File: config.mk
export PLATFORM = sky130hd
export DESIGN_NAME = ov5640_capture_flat
export DESIGN_NICKNAME = d
export VERILOG_FILES = /design/src/rtl/cmos_pkg.sv /design/src/rtl/ov5640_capture_if.sv /design/src/rtl/cmos_in_reg.sv /design/src/rtl/ov5640_capture.sv /design/src/flat_wrapper.sv
export SDC_FILE = /design/constraint.sdc
export NUM_CORES = 1
export LEC_CHECK = 0
export CORE_MARGIN = 3
export CORE_UTILIZATION = 54
export CTS_CLUSTER_DIAMETER = 120
export DETAILED_ROUTE_END_ITERATION = 12
export PLACE_DENSITY_LB_ADDON = 0.12
export SYNTH_ARGS = -nofsm -noshare
export SYNTH_HDL_FRONTEND = slang
export SYNTH_SLANG_ARGS = --single-unit
File: constraint.sdc
create_clock -name CMOS_PCLK -period 2.36 [get_ports CMOS_PCLK]
set_input_delay 0.708 -clock CMOS_PCLK [delete_from_list [all_inputs] [get_ports CMOS_PCLK]]
set_output_delay 0.708 -clock CMOS_PCLK [all_outputs]
set_load 0.005 [all_outputs]
File: src/rtl/cmos_pkg.sv
// Shared types and widths for the OV5640 DVP capture path.
package cmos_pkg;

  localparam int unsigned X_W = 11;
  localparam int unsigned Y_W = 10;

  typedef enum logic [1:0] {
    S_WAIT  = 2'd0,
    S_FRAME = 2'd1,
    S_LINE  = 2'd2
  } state_e;

  typedef struct packed {
    logic [4:0] r;
    logic [5:0] g;
    logic [4:0] b;
  } rgb565_t;

  // The sensor sends the high byte first, so the pair maps straight onto {R,G,B}.
  function automatic rgb565_t pack_rgb565(input logic [7:0] hi, input logic [7:0] lo);
    rgb565_t p;
    p.r = hi[7:3];
    p.g = {hi[2:0], lo[7:5]};
    p.b = lo[4:0];
    return p;
  endfunction

endpackage

File: src/rtl/ov5640_capture_if.sv
// Pixel write bus from the capture stage into the frame-buffer write FIFO.
interface ov5640_capture_if;
  import cmos_pkg::*;

  logic             pix_valid;
  logic [15:0]      pix_data;
  logic [X_W-1:0]   pix_x;
  logic [Y_W-1:0]   pix_y;
  logic             pix_sof;
  logic             pix_eol;
  logic             fifo_full;

  modport master (
    output pix_valid, pix_data, pix_x, pix_y, pix_sof, pix_eol,
    input  fifo_full
  );

  modport slave (
    input  pix_valid, pix_data, pix_x, pix_y, pix_sof, pix_eol,
    output fifo_full
  );

endinterface

File: src/rtl/cmos_in_reg.sv
// Input stage: registers the DVP bus once and normalises VSYNC to active-high.
module cmos_in_reg #(
  parameter bit VSYNC_ACT = 1'b1
) (
  input  logic       clk_i,
  input  logic       rst_i,
  input  logic       vsync_i,
  input  logic       href_i,
  input  logic [7:0] db_i,
  output logic       vsync_o,
  output logic       href_o,
  output logic [7:0] db_o
);

  logic       vsync_q;
  logic       href_q;
  logic [7:0] db_q;

  always_ff @(posedge clk_i) begin
    if (rst_i) begin
      // Reset to "inside frame" so releasing reset mid-frame cannot fake a frame start.
      vsync_q <= 1'b1;
      href_q  <= 1'b0;
      db_q    <= 8'h00;
    end else begin
      vsync_q <= (vsync_i == VSYNC_ACT);
      href_q  <= href_i;
      db_q    <= db_i;
    end
  end

  assign vsync_o = vsync_q;
  assign href_o  = href_q;
  assign db_o    = db_q;

endmodule

File: src/rtl/ov5640_capture.sv
// OV5640 DVP capture: frame lock, byte pairing to RGB565, window crop and tagged FIFO writes.
module ov5640_capture
  import cmos_pkg::*;
#(
  parameter int unsigned IMG_W     = 640,
  parameter int unsigned IMG_H     = 480,
  parameter bit          VSYNC_ACT = 1'b1
) (
  input  logic             CMOS_PCLK,
  input  logic             cmos_rst,
  input  logic             CMOS_VSYNC,
  input  logic             CMOS_HREF,
  input  logic [7:0]       CMOS_DB,
  input  logic             capture_en,
  input  logic             err_clr,
  output logic             frame_done,
  output logic [7:0]       frame_cnt,
  output logic             overflow,
  output logic             line_err,
  ov5640_capture_if.master pix_bus
);

  logic       vs, href;
  logic [7:0] db;

  cmos_in_reg #(
    .VSYNC_ACT (VSYNC_ACT)
  ) u_in_reg (
    .clk_i   (CMOS_PCLK),
    .rst_i   (cmos_rst),
    .vsync_i (CMOS_VSYNC),
    .href_i  (CMOS_HREF),
    .db_i    (CMOS_DB),
    .vsync_o (vs),
    .href_o  (href),
    .db_o    (db)
  );

  state_e         state_q, state_d;
  logic           vs_prev_q, href_prev_q;
  logic           phase_q, phase_d;
  logic [7:0]     hi_q, hi_d;
  logic [X_W-1:0] x_q, x_d;
  logic [Y_W-1:0] y_q, y_d;
  logic           pr_valid_q, pr_valid_d;
  rgb565_t        pr_data_q, pr_data_d;
  logic [X_W-1:0] pr_x_q, pr_x_d;
  logic [Y_W-1:0] pr_y_q, pr_y_d;
  logic           frame_done_q, frame_done_d;
  logic [7:0]     frame_cnt_q, frame_cnt_d;
  logic           line_err_q, line_err_d, line_err_set;
  logic           overflow_q, overflow_d, overflow_set;
  logic           in_win;
  logic           pix_valid_q, pix_valid_d;
  logic [15:0]    pix_data_q;
  logic [X_W-1:0] pix_x_q;
  logic [Y_W-1:0] pix_y_q;
  logic           pix_sof_q, pix_sof_d, pix_eol_q, pix_eol_d;

  always_comb begin
    state_d      = state_q;
    phase_d      = phase_q;
    hi_d         = hi_q;
    x_d          = x_q;
    y_d          = y_q;
    pr_valid_d   = 1'b0;
    pr_data_d    = pr_data_q;
    pr_x_d       = pr_x_q;
    pr_y_d       = pr_y_q;
    frame_done_d = 1'b0;
    frame_cnt_d  = frame_cnt_q;
    line_err_set = 1'b0;

    if (state_q != S_WAIT && !vs) begin
      frame_done_d = 1'b1;
      frame_cnt_d  = frame_cnt_q + 8'd1;
      y_d          = '0;
      phase_d      = 1'b0;
      state_d      = S_WAIT;
    end else begin
      unique case (state_q)
        S_WAIT: begin
          if (vs && !vs_prev_q && capture_en) begin
            y_d     = '0;
            state_d = S_FRAME;
          end
        end
        S_FRAME: begin
          // The rising-edge cycle already carries the first (high) byte.
          if (href && !href_prev_q) begin
            hi_d    = db;
            phase_d = 1'b1;
            x_d     = '0;
            state_d = S_LINE;
          end
        end
        S_LINE: begin
          if (href) begin
            if (!phase_q) begin
              hi_d    = db;
              phase_d = 1'b1;
            end else begin
              pr_valid_d = 1'b1;
              pr_data_d  = pack_rgb565(hi_q, db);
              pr_x_d     = x_q;
              pr_y_d     = y_q;
              x_d        = (x_q == '1) ? x_q : x_q + 1'b1;
              phase_d    = 1'b0;
            end
          end else begin
            line_err_set = phase_q;
            phase_d      = 1'b0;
            y_d          = (y_q == '1) ? y_q : y_q + 1'b1;
            state_d      = S_FRAME;
          end
        end
        default: state_d = S_WAIT;
      endcase
    end
  end

  // Output stage: crop to the image window and gate on FIFO space.
  always_comb begin
    in_win       = pr_valid_q && (32'(pr_x_q) < IMG_W) && (32'(pr_y_q) < IMG_H);
    pix_valid_d  = in_win && !pix_bus.fifo_full;
    overflow_set = in_win && pix_bus.fifo_full;
    pix_sof_d    = pix_valid_d && (pr_x_q == '0) && (pr_y_q == '0);
    pix_eol_d    = pix_valid_d && (32'(pr_x_q) == IMG_W - 1);
    overflow_d   = overflow_set || (overflow_q && !err_clr);
    line_err_d   = line_err_set || (line_err_q && !err_clr);
  end

  always_ff @(posedge CMOS_PCLK) begin
    if (cmos_rst) begin
      state_q      <= S_WAIT;
      vs_prev_q    <= 1'b1;
      href_prev_q  <= 1'b0;
      phase_q      <= 1'b0;
      hi_q         <= 8'h00;
      x_q          <= '0;
      y_q          <= '0;
      pr_valid_q   <= 1'b0;
      pr_data_q    <= '0;
      pr_x_q       <= '0;
      pr_y_q       <= '0;
      frame_done_q <= 1'b0;
      frame_cnt_q  <= 8'h00;
      line_err_q   <= 1'b0;
      overflow_q   <= 1'b0;
      pix_valid_q  <= 1'b0;
      pix_data_q   <= 16'h0000;
      pix_x_q      <= '0;
      pix_y_q      <= '0;
      pix_sof_q    <= 1'b0;
      pix_eol_q    <= 1'b0;
    end else begin
      state_q      <= state_d;
      vs_prev_q    <= vs;
      href_prev_q  <= href;
      phase_q      <= phase_d;
      hi_q         <= hi_d;
      x_q          <= x_d;
      y_q          <= y_d;
      pr_valid_q   <= pr_valid_d;
      pr_data_q    <= pr_data_d;
      pr_x_q       <= pr_x_d;
      pr_y_q       <= pr_y_d;
      frame_done_q <= frame_done_d;
      frame_cnt_q  <= frame_cnt_d;
      line_err_q   <= line_err_d;
      overflow_q   <= overflow_d;
      pix_valid_q  <= pix_valid_d;
      pix_data_q   <= pr_data_q;
      pix_x_q      <= pr_x_q;
      pix_y_q      <= pr_y_q;
      pix_sof_q    <= pix_sof_d;
      pix_eol_q    <= pix_eol_d;
    end
  end

  assign pix_bus.pix_valid = pix_valid_q;
  assign pix_bus.pix_data  = pix_data_q;
  assign pix_bus.pix_x     = pix_x_q;
  assign pix_bus.pix_y     = pix_y_q;
  assign pix_bus.pix_sof   = pix_sof_q;
  assign pix_bus.pix_eol   = pix_eol_q;
  assign frame_done        = frame_done_q;
  assign frame_cnt         = frame_cnt_q;
  assign overflow          = overflow_q;
  assign line_err          = line_err_q;

endmodule

File: src/flat_wrapper.sv
// flat-port wrapper written by rule: the top's interface ports become plain ports
module ov5640_capture_flat import cmos_pkg::*;
#(
  parameter int unsigned IMG_W     = 640,
  parameter int unsigned IMG_H     = 480,
  parameter bit          VSYNC_ACT = 1'b1
)
  (CMOS_PCLK, cmos_rst, CMOS_VSYNC, CMOS_HREF, CMOS_DB, capture_en, err_clr, frame_done, frame_cnt, overflow, line_err, pix_bus_pix_valid, pix_bus_pix_data, pix_bus_pix_x, pix_bus_pix_y, pix_bus_pix_sof, pix_bus_pix_eol, pix_bus_fifo_full);
  ov5640_capture_if pix_bus_i ();
  input  logic CMOS_PCLK;
  input  logic cmos_rst;
  input  logic CMOS_VSYNC;
  input  logic CMOS_HREF;
  input  logic [7:0] CMOS_DB;
  input  logic capture_en;
  input  logic err_clr;
  output logic frame_done;
  output logic [7:0] frame_cnt;
  output logic overflow;
  output logic line_err;
  output wire logic [$bits(pix_bus_i.pix_valid)-1:0] pix_bus_pix_valid;
  output wire logic [$bits(pix_bus_i.pix_data)-1:0] pix_bus_pix_data;
  output wire logic [$bits(pix_bus_i.pix_x)-1:0] pix_bus_pix_x;
  output wire logic [$bits(pix_bus_i.pix_y)-1:0] pix_bus_pix_y;
  output wire logic [$bits(pix_bus_i.pix_sof)-1:0] pix_bus_pix_sof;
  output wire logic [$bits(pix_bus_i.pix_eol)-1:0] pix_bus_pix_eol;
  input wire logic [$bits(pix_bus_i.fifo_full)-1:0] pix_bus_fifo_full;
  assign pix_bus_pix_valid = pix_bus_i.pix_valid;
  assign pix_bus_pix_data = pix_bus_i.pix_data;
  assign pix_bus_pix_x = pix_bus_i.pix_x;
  assign pix_bus_pix_y = pix_bus_i.pix_y;
  assign pix_bus_pix_sof = pix_bus_i.pix_sof;
  assign pix_bus_pix_eol = pix_bus_i.pix_eol;
  assign pix_bus_i.fifo_full = pix_bus_fifo_full;
  ov5640_capture #(.IMG_W(IMG_W), .IMG_H(IMG_H), .VSYNC_ACT(VSYNC_ACT)) u_core (.CMOS_PCLK(CMOS_PCLK), .cmos_rst(cmos_rst), .CMOS_VSYNC(CMOS_VSYNC), .CMOS_HREF(CMOS_HREF), .CMOS_DB(CMOS_DB), .capture_en(capture_en), .err_clr(err_clr), .frame_done(frame_done), .frame_cnt(frame_cnt), .overflow(overflow), .line_err(line_err), .pix_bus(pix_bus_i));
endmodule
==> metrics <==
FF-to-FF Start=u_core.x_q[1]; Slew headroom=37.5%; DR DRC count=0; CTS tree=built; Hold Path End=u_core.pr_data_q[9]; RSZ-0062 raised after global routing=no; post-CTS setup buffers=0; Leak Pwr=2.22 nW; die area=10100 um2; Worst setup EP type=primary output; mean number of vias per cell=5.46; fmax=455 MHz; cell taking the most area after synthesis=dfxtp_1; Clock Skews=0.00698 ns; Least-Margin Pin Slew=0.935 ns; number of synthesized flops with an enable pin=0; share of async-settable or async-resettable flops after synthesis=0%; critical path depth in cells=1; startpoint types=flop; crit path max-delay cell type=clkdlybuf4s50_1; # fillers=626; worst path bufs/invs=1; cells after synthesis=526; top cells by area, synth=dfxtp_1, nand2_1, nor2b_1; initial antenna violation count=0; max cap viols=0; CP Cell Sequence=clkdlybuf4s50_1; overall die width=101 um; GRT Overall Usage=21.0%; hold wc startpoint=u_core.pr_data_q[9]; Final Max Tran Viols=0; largest net degree at the start of global routing=51; post-detail-place hpwl=6580 um; Worst-Skew Late Latency=0.51 ns; Post-synth top cells=dfxtp_1, nand2_1, a21oi_1; DRT iter0 DRCs=203; Worst Hold Class=reg -> reg; Critical Path Fanout Max=6; ANT nets after route=0; Worst Path Arrival=1.49 ns; WL final=9950 um; Warnings, synthesis=0; cts hold-fix bufs=0; first-pass GRT wire length=17000 um; Fin. Hold Viols=0; post-layout min period=2.20 ns; CTS Buf Count=17; WHS Path Cells=2; CP required=1.65 ns; Reg2Reg Depth=5; total grt overflow=0; ant diodes=0; Nets=609; I/O pins=66; Post-Syn Area per Cell=9.18 um2; syn nets=544; CTS root buffer=clkbuf_8; CP max stage delay=0.55 ns; drt pass-1 iters=5; Final Util=72.8%; clk buf depth=2; family with the most delay on the worst path=buffers and inverters; H-tree depth=4; share of layout cells above drive strength 1=8.79%; WS Path Type=reg -> out; register area share after synthesis=55.2%; Synth cell types=53; Row Count=33; Core ar.=8460 um2; register bit total from synthesis=133; drt wl/cell=14.1 um; count leader, synth=dfxtp_1; Clock Sink Count=133; GPL Wtd Cong=0.876; Power Density=808 nW/um2; area share of the largest cell type after synthesis=55.2%; Vias=3865; Post-synth top flop=dfxtp_1; Final setup viols=0; Reg-to-Reg End=u_core.x_q[3]; fin crit share=93.2%; Initial Util=57.0%; status=finished clean; VDD IR-drop max=0.460 mV; Tot Pwr=4.98 mW; Reg2Reg Setup Slack=0.32 ns; PostCTS Resize Cnt=0; clock-pin slew on the worst setup and hold paths=0.06 ns; vias in the first global route=3675; Area growth, synth to finish=27.7%; # port buffers=65; Mapped Area=4830 um2; Die H=101 um
## per-layer routing
metal	GRT usage, %	part of all wire (%)	vias up
li1	-	-	1958
met1	26.7	45	1808
met2	34.4	50	93
met3	5.40	4.5	6
met4	8.19	0.75	0
met5	0	0	-
## metrics by stage
stage / instances / worst slack [ns] / cell area [um2] / hold WS (ns) / TNS [ns]
2_1_floorplan: 526 / 0.477 / 4830 / 0.431 / 0
3_3_place_gp: 677 / -0.0388 / 5560 / 0.440 / -0.190
3_5_place_dp: 677 / -0.0711 / 5560 / 0.445 / -0.334
4_1_cts: 708 / 0.138 / 6160 / 0.453 / 0
5_1_grt: 708 / 0.0955 / 6160 / 0.471 / 0
6_report: 708 / 0.160 / 6160 / 0.450 / 0
## power breakdown
| part | switching, mW | total, mW | internal [mW] |
|---|---|---|---|
| combinational | 0.0532 | 0.0946 | 0.0414 |
| sequential | 0.0125 | 2.27 | 2.26 |
| clock | 0.972 | 2.62 | 1.65 |
## area by class of cell
class	count	area, um2	area share, %
Clock inverter	13	173	2.80
Multi-Input combinational cell	354	2010	32.6
Timing Repair Buffer	75	723	11.7
Inverter	10	37.5	0.609
Sequential cell	133	2660	43.2
Clock buffer	18	428	6.94
Tap cell	105	131	2.13
## worst min-delay path, cell delays in order, from the launching register on
cell,delay (ns)
dfxtp_1,0.30
nand2_1,0.05
a21oi_1,0.05
## state kept, by name (all words and copies together) (netlist names), 2 cells and up
signal                   cells
u_core.state_q               2
u_core.pix_bus.pix_x        11
u_core.x_q                  11
u_core.pix_bus.pix_data     16
u_core.pr_data_q            16
u_core.u_in_reg.db_o         8
u_core.pr_x_q               11
u_core.pix_bus.pix_y        10
u_core.y_q                  10
u_core.frame_cnt             8
u_core.pr_y_q               10
u_core.hi_q                  8
## cell usage in the layout, fill, tap and decap left out, drive strengths merged, types with 4 or more instances in the layout
master / n
inv: 14
o31ai: 6
or4: 7
nand3: 15
clkbuf: 18
nand4: 10
a21oi: 51
clkinvlp: 4
dfxtp: 133
o21ai: 9
buf: 11
nand2: 88
nor2b: 50
clkdlybuf4s50: 64
mux2i: 8
or2: 4
nor3b: 4
and3: 5
nor3: 6
or3: 6
a31oi: 9
nor4: 9
nor2: 29
## kinds of logic after synthesis
kind of cell	Yosys count	share of synthesized area, %
compound gates	93	11.9
xor+xnor	6	1.09
fa+ha+maj	3	0.778
buf+inv	39	3.27
flops	133	55.2
mux	10	2.13
simple gates	242	25.7
## worst max-delay path by stage
stage | start | to | slack [ns]
6_report | u_core.frame_cnt[3] | frame_cnt[3] | 0.16
5_1_grt | u_core.frame_cnt[2] | frame_cnt[2] | 0.1
3_3_place_gp | capture_en | u_core.y_q[7] | -0.04
4_1_cts | u_core.frame_cnt[3] | frame_cnt[3] | 0.14
2_1_floorplan | capture_en | u_core.y_q[6] | 0.48
3_5_place_dp | capture_en | u_core.y_q[3] | -0.07
Note: power is estimated with default switching activity, not from simulation.
